<file path="src/rtl/uart_rx_fifo_if.sv">
// Byte-stream handshake between the UART receiver, the receive FIFO and the transmit side.
// The master side produces bytes and consumes the head; the slave side is the FIFO.
interface uart_rx_fifo_if #(
  parameter int DEPTH_LOG2 = 4
);
  logic                  push;
  logic [7:0]            wdata;
  logic                  pop;
  logic                  flag_clr;
  logic [7:0]            rdata;
  logic                  empty;
  logic                  full;
  logic [DEPTH_LOG2:0]   count;
  logic                  overflow;
  logic                  underflow;

  modport master (
    output push, wdata, pop, flag_clr,
    input  rdata, empty, full, count, overflow, underflow
  );

  modport slave (
    input  push, wdata, pop, flag_clr,
    output rdata, empty, full, count, overflow, underflow
  );
endinterface

</file>
<file path="src/rtl/uart_rx_fifo.sv">
// First-word-fall-through byte FIFO behind the UART receiver.
// It keeps sticky overflow/underflow flags that record dropped pushes and illegal pops.
module uart_rx_fifo #(
  parameter int DEPTH_LOG2 = 4
) (
  input  logic             clk,
  input  logic             rst,
  uart_rx_fifo_if.slave    bus
);
  localparam int DEPTH   = 1 << DEPTH_LOG2;
  localparam int COUNT_W = DEPTH_LOG2 + 1;

  logic [7:0]            mem [DEPTH];
  logic [DEPTH_LOG2-1:0] wr_ptr;
  logic [DEPTH_LOG2-1:0] rd_ptr;
  logic [COUNT_W-1:0]    count;
  logic                  overflow;
  logic                  underflow;

  logic empty;
  logic full;
  logic do_push;
  logic do_pop;
  logic set_overflow;
  logic set_underflow;

  always_comb begin
    empty         = (count == '0);
    full          = (count == COUNT_W'(DEPTH));
    // A pop frees the head slot in the same edge, so a full FIFO still takes the push
    do_push       = bus.push && (!full || bus.pop);
    do_pop        = bus.pop && !empty;
    set_overflow  = bus.push && full && !bus.pop;
    set_underflow = bus.pop && empty;
  end

  always_ff @(posedge clk) begin
    if (do_push) begin
      mem[wr_ptr] <= bus.wdata;
    end
  end

  always_ff @(posedge clk or posedge rst) begin
    if (rst) begin
      wr_ptr <= '0;
      rd_ptr <= '0;
      count  <= '0;
    end else begin
      if (do_push) begin
        wr_ptr <= wr_ptr + DEPTH_LOG2'(1);
      end
      if (do_pop) begin
        rd_ptr <= rd_ptr + DEPTH_LOG2'(1);
      end
      if (do_push && !do_pop) begin
        count <= count + COUNT_W'(1);
      end else if (do_pop && !do_push) begin
        count <= count - COUNT_W'(1);
      end
    end
  end

  // A new event beats a simultaneous clear so no drop goes unrecorded
  always_ff @(posedge clk or posedge rst) begin
    if (rst) begin
      overflow  <= 1'b0;
      underflow <= 1'b0;
    end else begin
      if (set_overflow) begin
        overflow <= 1'b1;
      end else if (bus.flag_clr) begin
        overflow <= 1'b0;
      end
      if (set_underflow) begin
        underflow <= 1'b1;
      end else if (bus.flag_clr) begin
        underflow <= 1'b0;
      end
    end
  end

  always_comb begin
    bus.rdata     = empty ? 8'h00 : mem[rd_ptr];
    bus.empty     = empty;
    bus.full      = full;
    bus.count     = count;
    bus.overflow  = overflow;
    bus.underflow = underflow;
  end
endmodule

</file>
<file path="src/flat_wrapper.sv">
// flat-port wrapper written by rule: the top's interface ports become plain ports
module uart_rx_fifo_flat 
#(
  parameter int DEPTH_LOG2 = 4
)
  (clk, rst, bus_push, bus_wdata, bus_pop, bus_flag_clr, bus_rdata, bus_empty, bus_full, bus_count, bus_overflow, bus_underflow);
  uart_rx_fifo_if #(.DEPTH_LOG2(DEPTH_LOG2)) bus_i ();
  input  logic clk;
  input  logic rst;
  input wire logic [$bits(bus_i.push)-1:0] bus_push;
  input wire logic [$bits(bus_i.wdata)-1:0] bus_wdata;
  input wire logic [$bits(bus_i.pop)-1:0] bus_pop;
  input wire logic [$bits(bus_i.flag_clr)-1:0] bus_flag_clr;
  output wire logic [$bits(bus_i.rdata)-1:0] bus_rdata;
  output wire logic [$bits(bus_i.empty)-1:0] bus_empty;
  output wire logic [$bits(bus_i.full)-1:0] bus_full;
  output wire logic [$bits(bus_i.count)-1:0] bus_count;
  output wire logic [$bits(bus_i.overflow)-1:0] bus_overflow;
  output wire logic [$bits(bus_i.underflow)-1:0] bus_underflow;
  assign bus_i.push = bus_push;
  assign bus_i.wdata = bus_wdata;
  assign bus_i.pop = bus_pop;
  assign bus_i.flag_clr = bus_flag_clr;
  assign bus_rdata = bus_i.rdata;
  assign bus_empty = bus_i.empty;
  assign bus_full = bus_i.full;
  assign bus_count = bus_i.count;
  assign bus_overflow = bus_i.overflow;
  assign bus_underflow = bus_i.underflow;
  uart_rx_fifo #(.DEPTH_LOG2(DEPTH_LOG2)) u_core (.clk(clk), .rst(rst), .bus(bus_i));
endmodule
</file>
<file path="config.mk">
export PLATFORM = sky130hd
export DESIGN_NAME = uart_rx_fifo_flat
export DESIGN_NICKNAME = d
export VERILOG_FILES = /design/src/rtl/uart_rx_fifo_if.sv /design/src/rtl/uart_rx_fifo.sv /design/src/flat_wrapper.sv
export SDC_FILE = /design/constraint.sdc
export NUM_CORES = 1
export LEC_CHECK = 0
export CAP_MARGIN = 20
export CORE_MARGIN = 4
export CORE_UTILIZATION = 35
export DETAILED_ROUTE_END_ITERATION = 8
export SLEW_MARGIN = 20
export SYNTH_ARGS = -nofsm -noshare
export SYNTH_HDL_FRONTEND = slang
export SYNTH_SLANG_ARGS = --single-unit
</file>
<file path="constraint.sdc">
create_clock -name clk -period 2.9 [get_ports clk]
set_input_delay 0.725 -clock clk [delete_from_list [all_inputs] [get_ports clk]]
set_output_delay 0.725 -clock clk [all_outputs]
set_load 0.03 [all_outputs]
</file>
==> impl.org, run 1 <==
** STA
- Final critical path time including I/O delays and setup :: 2.98 ns
- Maximum clock frequency :: 336 MHz
- The final number of hold-violating endpoints is 0.
- In this run the tightest slew margin relative to its limit is 0.409.
- Setup repair after global routing could not meet its margin everywhere.
- Count of pins over their slew limit :: 0
- Slew of the pin with the lowest slew margin :: 0.887 ns
- Part of the cycle the worst path needs :: 1.03
- Worst clock skew on the final layout :: 0.00938 ns
- Setup violations remaining at the end of the flow were counted as 8.
- In the post-route analysis, the smallest setup slack over all paths is -0.0792 ns.

** GRT
- Congestion Overflow GR :: 0
- Wire length of the first global-routing pass :: 19000 um
- Number of antenna violations at the first check in global routing :: 0
- Total routing usage reported by global routing :: 0.141
- The via count of the first global-routing pass was 3328.
- Largest net degree at the start of global routing :: 19

** Finish
- Final net count :: 413
- Layout cell share with drive strength beyond 1 :: 0.380
- Antenna diode instance count :: 0
- At the end of the flow the core is filled with cells to 0.455.
- Relative to the synthesized area, the layout overhead comes to 27.4%.
- Filler cells :: 1431
- Sequential cell area :: 4220 um2
- The multi-input combinational cells in the finished layout cover a total of 1680 um2.

** CTS
- Clk_lat worst skew :: 0.42 ns
- Clock tree synthesis inserted a total of 17 buffers.
- Number of buffers added to fix hold violations after cts :: 0
- CTS sink count :: 143
- H-tree depth :: 4
- TritonCTS clock tree :: yes
- Clock slew at reported path FFs :: 0.06 ns
- The clock passes through at most 2 buffers.
- Root buffer selected by CTS :: sky130_fd_sc_hd__clkbuf_16

** Logic synthesis
- Library cell occupying the most area in the post-synthesis netlist :: sky130_fd_sc_hd__edfxtp_1
- Post-synth design cell area :: 5910 um2
- Compound-gate portion of the synthesized area :: 0.0334
- After technology mapping, the gate count stands at 309.
- Area share of fa/ha/maj cells after synthesis :: 0.0224
- Warning count from the yosys run :: 0
- After synthesis, the largest family of logic cells by area is multiplexers.
- Sequential-to-total area share from yosys stat :: 0.713
- When the netlist entered floorplanning its net count stood at 332.
- Simple-gate portion of the synthesized area :: 0.0347
- The netlist uses 36 different library cells.
- Avg Cell Area, Syn :: 19.1 um2
- Cell types with the largest area share after synthesis :: sky130_fd_sc_hd__edfxtp_1 (65%), sky130_fd_sc_hd__mux4_2 (9.1%), sky130_fd_sc_hd__dfrtp_1 (6.3%)
- Of the post-synthesis cell area, the dominant cell type holds 0.650.
- Share of cell area taken by muxes after synthesis :: 0.160
- Counting flops and latches in the post-synthesis netlist gives 143.
- Of the total synthesized cell area, the portion taken by XOR and XNOR cells is 0.0133.

** Placement
- Number of buffer cells added on primary ports :: 29
- The wire-length estimate of the detail-placed layout is 8180 um.
- Worst-case setup slack after placement :: -0.201 ns
- Final weighted congestion in routability-driven placement :: 0.776

** Worst setup path
- Worst path arrival time :: 2.25 ns
- The critical path is of the flop to output port type.
- For the worst flop-to-flop path, the logic depth is 10.
- Setup slack on the worst reg-to-reg path comes out at 0.15 ns.
- Startpoint of the lowest-slack register-to-register path :: u_core.bus.count[1]
- The worst register-to-register path ends at u_core.bus.count[4].
- STA classifies the critical path startpoint as a flop.
- For the worst setup path, the data required time is 2.17 ns.
- CP endpoint kind :: output port
- Tracing the worst setup path back leads to its startpoint at u_core.rd_ptr[0].
- Of all nets on the critical path, the largest fanout is 7.

** Route
- Starting DRC count in detailed routing :: 211
- Once detail routing completed, the nets flagged for antenna violations numbered 0.
- After detailed routing, the average wire length per cell comes to 19.6 um.
- Number of optimization iterations in the first detailed-route pass :: 4
- Post-detailed-route DRC marker count :: 0
- After detailed routing, the number of vias per cell comes to 4.99.
- Vias post-DR :: 3107
- The final layout contains routed wiring with a total length of 12200 um.

** Pwr
- Internal Pwr Total :: 5.35 mW
- Of the total power, registers draw 0.348.
- Overall power consumption :: 8.01 mW
- The analysis attributes to net switching a power of 2.66 mW.
- In this run the power density over the cells is 1060 nW/um2.
- Largest voltage drop on the vdd net :: 0.645 mV
- The share of total power dissipated in the clock network is 0.272.
- The share of total power dissipated in combinational logic is 0.380.
- Of the total power, the share spent switching nets is 0.332.
- Static power due to leakage :: 2.65 nW

** Hold path
- The worst hold path terminates at u_core.bus.overflow.
- Launch instance of the worst min-delay path :: u_core.bus.overflow
- Count of cells along the worst hold path :: 1
- The worst hold path belongs to the class flop to flop.

** Status
- The checks that failed: negative setup slack.
- The run finished, with violations left.

** Die
- The floorplan step defined a die boundary enclosing 19000 um2.
- Starting density of the core :: 0.357
- In this run the standard cell core region covers 16600 um2.
- From left edge to right edge, the die measures 138 um.
- Y dimension of the die :: 138 um
- Row cnt :: 47
- Ports placed on the boundary :: 30

** Job
- The tool flagged a number of max-cap violations equal to 0.
==> worst max path at each step <==
stage / to / slack [ns]
6_report: bus_rdata[7] / -0.08
5_1_grt: bus_rdata[4] / -0.18
4_1_cts: bus_rdata[7] / -0.1
3_5_place_dp: u_core.bus.count[4] / -0.20
3_3_place_gp: u_core.bus.count[4] / -0.12
2_1_floorplan: u_core.bus.count[4] / -0.03
==> layout by cell type (no fill, tap or decap), types with 2 or more instances in the layout <==
cell                              count
sky130_fd_sc_hd__clkinv_4             2
sky130_fd_sc_hd__mux2_2               7
sky130_fd_sc_hd__nor3_1               5
sky130_fd_sc_hd__clkinvlp_4           2
sky130_fd_sc_hd__buf_4               48
sky130_fd_sc_hd__dfrtp_2              4
sky130_fd_sc_hd__ha_1                 7
sky130_fd_sc_hd__dlygate4sd2_1        2
sky130_fd_sc_hd__ha_4                 2
sky130_fd_sc_hd__and3_1               4
sky130_fd_sc_hd__mux2i_1              7
sky130_fd_sc_hd__mux4_2              29
sky130_fd_sc_hd__buf_6                2
sky130_fd_sc_hd__nand3_1              4
sky130_fd_sc_hd__xnor2_1              7
sky130_fd_sc_hd__bufinv_16            2
sky130_fd_sc_hd__dfrtp_1             11
sky130_fd_sc_hd__nor4b_2              4
sky130_fd_sc_hd__a21o_1               3
sky130_fd_sc_hd__inv_6                6
sky130_fd_sc_hd__mux4_1               3
sky130_fd_sc_hd__o21ai_0              3
sky130_fd_sc_hd__buf_2                2
sky130_fd_sc_hd__nand4_1              2
sky130_fd_sc_hd__xor2_1               2
sky130_fd_sc_hd__nand2_1             10
sky130_fd_sc_hd__buf_12               4
sky130_fd_sc_hd__inv_1                8
sky130_fd_sc_hd__clkbuf_16           18
sky130_fd_sc_hd__o21ai_2              6
sky130_fd_sc_hd__mux2_4               3
sky130_fd_sc_hd__nor2_1               7
sky130_fd_sc_hd__a21oi_1             10
sky130_fd_sc_hd__edfxtp_1           128
sky130_fd_sc_hd__clkdlybuf4s50_1     19
==> critical path, cell delays in order, from the launching register on <==
cell	delay, ns
sky130_fd_sc_hd__dfrtp_2	0.40
sky130_fd_sc_hd__buf_8	0.15
sky130_fd_sc_hd__buf_6	0.12
sky130_fd_sc_hd__mux4_2	0.48
sky130_fd_sc_hd__mux2_4	0.28
sky130_fd_sc_hd__o21ai_2	0.13
sky130_fd_sc_hd__a21oi_2	0.07
sky130_fd_sc_hd__buf_6	0.20
==> power by group through the flow <==
stage	sequential, mW	clock, mW	combinational, mW
after CTS	2.78	2.23	2.98
final	2.79	2.18	3.04
after global placement	2.79	0	2.84
after detailed placement	2.81	0	2.87
after floorplan	2.75	0	1.84
after global routing	2.82	2.32	3.30
==> final cells by class <==
| cell class | count | share of cell area |
|---|---|---|
| well taps | 220 | 0.0365 |
| flip-flops and latches | 143 | 0.560 |
| clock inverters | 15 | 0.0234 |
| repair buffers | 79 | 0.0956 |
| clock buffers | 17 | 0.0564 |
| multi-input cells | 139 | 0.222 |
| inverters | 10 | 0.00531 |
==> cells in the mapped netlist (all sizes together) <==
cell type  number
a2111oi         1
a21o            3
a21oi          11
a221o           1
a22o            1
a31oi           1
a32o            1
and3            4
buf             9
clkbuf          8
dfrtp          15
edfxtp        128
fa              1
ha              9
inv            10
mux2           10
mux2i           8
mux4           32
nand2          10
nand3           4
nand4           2
nor2            7
nor3            5
nor4            2
nor4b           4
o21ai          11
o31ai           1
or4             1
xnor2           7
xor2            2
==> sequential cells by signal (all words and copies together), names as in the netlist <==
signal and count:
u_core.mem 128, u_core.wr_ptr 4, u_core.bus.count 5, u_core.rd_ptr 4
u_core.bus.underflow 1, u_core.bus.overflow 1
==> routing by layer <==
layer	share of wire	track usage
met1	0.42	0.180
met2	0.52	0.231
met3	0.049	0.0370
met4	0.014	0.0560
met5	0	0
==> through the flow <==
stage	cells	cell area (um2)	hold slack, ns	setup TNS [ns]
after global routing	623	7540	0.527	-1.16
after global placement	587	6820	0.499	-0.487
after floorplan	309	5950	0.574	-0.0331
after CTS	621	7460	0.505	-0.533
final	623	7540	0.512	-0.311
after detailed placement	587	6820	0.487	-0.702
==> kinds of logic after synthesis <==
logic type | count (synthesis)
mux | 50
simple gates | 39
xor+xnor | 9
fa+ha+maj | 10
compound gates | 31
flops | 143
buf+inv | 27
==> what timing repair did <==
item / in CTS / in global routing
setup endpoints to repair: 10 / 9
pin swaps: 0 / 2
gates resized for setup: 57 / 9
buffers inserted: 2 / 1
cloned: 0 / 1
Power figures use the tool's default switching activity.
==> inputs of run 2 (changes only) <==
Settings changed: ABC_AREA from default to 0.
==> results of run 2 <==
Final layout, timing and power as in run 1 (identical DEF).
==> inputs of run 3 (changes only) <==
==> constraint.sdc (replaced) <==
create_clock -name clk -period 2.9 [get_ports clk]
set_input_delay 0.725 -clock clk [delete_from_list [all_inputs] [get_ports clk]]
set_output_delay 0.725 -clock clk [all_outputs]
set_load 0.02 [all_outputs]
==> run 3 against run 2 <==
The flow still finishes with violations (negative setup slack); utilization increased by 0.51 points; sequential share of layout area decreased by 0.64 points; worst hold slack about the same; clock-buffer cell count increased by 1; critical endpoint is now bus_rdata[6]; total power increased by 1.1%; sequential cell count unchanged; die area unchanged; combinational power increased by 3%; non-clock buffer count increased by 5; largest power group unchanged; via count increased by 0.90%.
==> impl.org, run 3 (synthesis results as in run 1) <==
** Job
- Max capacitance violation total :: 0

** STA
- Based on the critical path, the design can be clocked at up to 334 MHz.
- Slew of the pin with the lowest slew margin :: 0.715 ns
- Part of the cycle the worst path needs :: 1.03
- Final critical path time including I/O delays and setup :: 2.99 ns
- Unrepaired setup endpoints after global routing :: yes
- Aggregate negative setup slack :: -0.350 ns
- Count of pins over their slew limit :: 0
- Setup slack on the critical path of the routed design comes to -0.0897 ns.
- Worst clock skew on the final layout :: 0.00841 ns
- Number of hold-slack violations in the final timing report :: 0
- Setup violations remaining at the end of the flow were counted as 8.
- Worst slew margin :: 0.524

** Worst setup path
- At the worst endpoint, the arrival time is 2.26 ns.
- CP Depth :: 7
- Delay contributed by the slowest stage of the critical path :: 0.50 ns
- STA classifies the critical path startpoint as a flop.
- Flop-to-flop setup slack :: 0.08 ns
- CP Buf/Inv Count :: 3
- Tracing the worst setup path back leads to its startpoint at u_core.rd_ptr[0].
- WS Path Type :: flop to output port
- Critical-path maximum fanout :: 5
- The slowest stage of the critical path is the sky130_fd_sc_hd__mux4_2 cell.
- Critical Path RT :: 2.17 ns
- The signal on the critical path passes through buf_12 > buf_8 > mux4_2 > mux2_4 > o21ai_4 > a21oi_2 > buf_4.
- In this run the critical register-to-register path is captured at u_core.bus.count[4].
- STA classifies the critical path endpoint as an output port.
- Category of cells accounting for the largest share of critical-path delay :: multiplexers
- Startpoint of the lowest-slack register-to-register path :: u_core.bus.count[1]
- Counting cells, the worst reg-to-reg path comes to 10.
- The critical path ends at bus_rdata[6].

** GRT
- Congestion Overflow GR :: 0
- Vias in the first global route :: 3383
- The first global-routing pass estimated 19800 um of wire.
- Total routing usage reported by global routing :: 0.145
- Number of antenna violations at the first check in global routing :: 0
- Largest net degree at the start of global routing :: 23

** Route
- Vias post-DR :: 3135
- After detailed routing, the number of vias per cell comes to 4.99.
- DRT Wirelength :: 12500 um
- Post-detailed-route DRC marker count :: 0
- Before antenna repair, the detailed router went through 6 iterations.
- For this block, the initial DRC count from the detailed router was 222.
- Count of nets left with antenna violations after detail routing :: 0
- After detailed routing, the average wire length per cell comes to 19.9 um.

** Finish
- The library cell used most frequently in the layout, excluding fill and tap cells, is sky130_fd_sc_hd__edfxtp_1.
- Leaving out fill and tap cells, the most frequent cells in the layout are sky130_fd_sc_hd__edfxtp_1 (128), sky130_fd_sc_hd__buf_4 (49), sky130_fd_sc_hd__mux4_2 (31).
- Final net count :: 418
- 0 antenna diodes ended up in the layout.
- Layout cell share with drive strength beyond 1 :: 0.395
- Layout-stage area growth over the synthesis result :: 28.9%
- The largest registers in the layout are u_core.mem x128, u_core.bus.count x5.
- Most flops, register :: u_core.mem
- Largest register FFs :: 128

** Die
- Y dimension of the die :: 138 um
- Die Wd :: 138 um
- The die covers 19000 um2.
- The floorplan step defined a core boundary enclosing 16600 um2.
- For this configuration, the core starts out at a cell density of 0.357.
- For this design the top-level I/O count stands at 30.
- Row cnt :: 47

** Status
- Violated checks :: negative setup slack
- Outcome :: finished, violations left

** Pwr
- Overall power consumption :: 8.10 mW
- The worst-case IR drop observed on VDD is 0.576 mV.
- Power spread over the standard cell area amounts to 1060 nW/um2.
- Static power due to leakage :: 2.69 nW

** Placement
- The congestion estimate from routability-driven global placement came to 0.791.
- Number of buffer cells added on primary ports :: 29
- After legalization and detailed placement, the total HPWL measured 8160 um.

** CTS
- Clock slew at reported path FFs :: 0.06 ns
- Counting the buffers created by CTS gives 17.
- The H-tree was split into 4 levels.
- The tree built by TritonCTS fans out to 143 sinks.
- Clk_lat worst skew :: 0.41 ns
- Root buffer selected by CTS :: sky130_fd_sc_hd__clkbuf_16
- Buffer levels on the longest clock path :: 2
- For this design, the CTS-stage hold fixing added 0 buffers.
- TritonCTS built the clock tree.

** Hold path
- In this run the worst hold path is classified as flop to flop.
==> run 3: where the power goes <==
part | switching [mW] | leakage [nW] | internal, mW
Combinational | 1.48 | 1.07 | 1.64
Sequential | 0.260 | 1.34 | 2.53
Clock | 0.834 | 0.281 | 1.35
Total | 2.57 | 2.69 | 5.53
==> run 3: how the worst min path moves through the flow <==
stage                   startpoint                   to  slack, ns  depth (start not counted)
2_1_floorplan     u_core.wr_ptr[0]     u_core.wr_ptr[3]       0.57                          2
3_3_place_gp   u_core.bus.overflow  u_core.bus.overflow       0.49                          1
3_5_place_dp   u_core.bus.overflow  u_core.bus.overflow       0.50                          1
4_1_cts        u_core.bus.overflow  u_core.bus.overflow       0.51                          1
5_1_grt        u_core.bus.overflow  u_core.bus.overflow       0.54                          1
6_report       u_core.bus.overflow  u_core.bus.overflow       0.51                          1
==> run 3: area by class of cell <==
type / instances / area [um2]
fill: 1440 / 8960
sequential: 143 / 4220
multi-input combinational: 139 / 1700
timing repair buffer: 84 / 791
clock buffer: 18 / 429
tap: 220 / 275
clock inverter: 14 / 166
inverter: 10 / 40.0
==> run 3: timing repair <==
action,CTS,global route
gates resized for setup,70,13
pin swaps,1,2
endpoints found under the setup margin,11,9
buffers inserted,0,0
cloned,1,1
endpoints found under the hold margin,0,0
==> run 3: through the flow <==
stage | instance area [um2] | utilization | hold slack, ns | worst slack (ns) | cells
floorplan | 5950 | - | 0.574 | -0.00609 | 309
global placement | 6890 | 0.415 | 0.493 | -0.131 | 594
detailed placement | 6890 | 0.415 | 0.496 | -0.273 | 594
CTS | 7540 | 0.455 | 0.514 | -0.118 | 627
global route | 7620 | 0.460 | 0.537 | -0.173 | 628
finish | 7620 | 0.460 | 0.512 | -0.0897 | 628
==> run 3: layer usage <==
layer,track usage,vias to the layer above,routed length [um],part of all wire
met1,0.193,1639,5740,0.46
met5,0,-,0,0
met4,0.0604,0,240,0.019
li1,-,1415,-,-
met2,0.228,66,6130,0.49
met3,0.0370,15,415,0.033
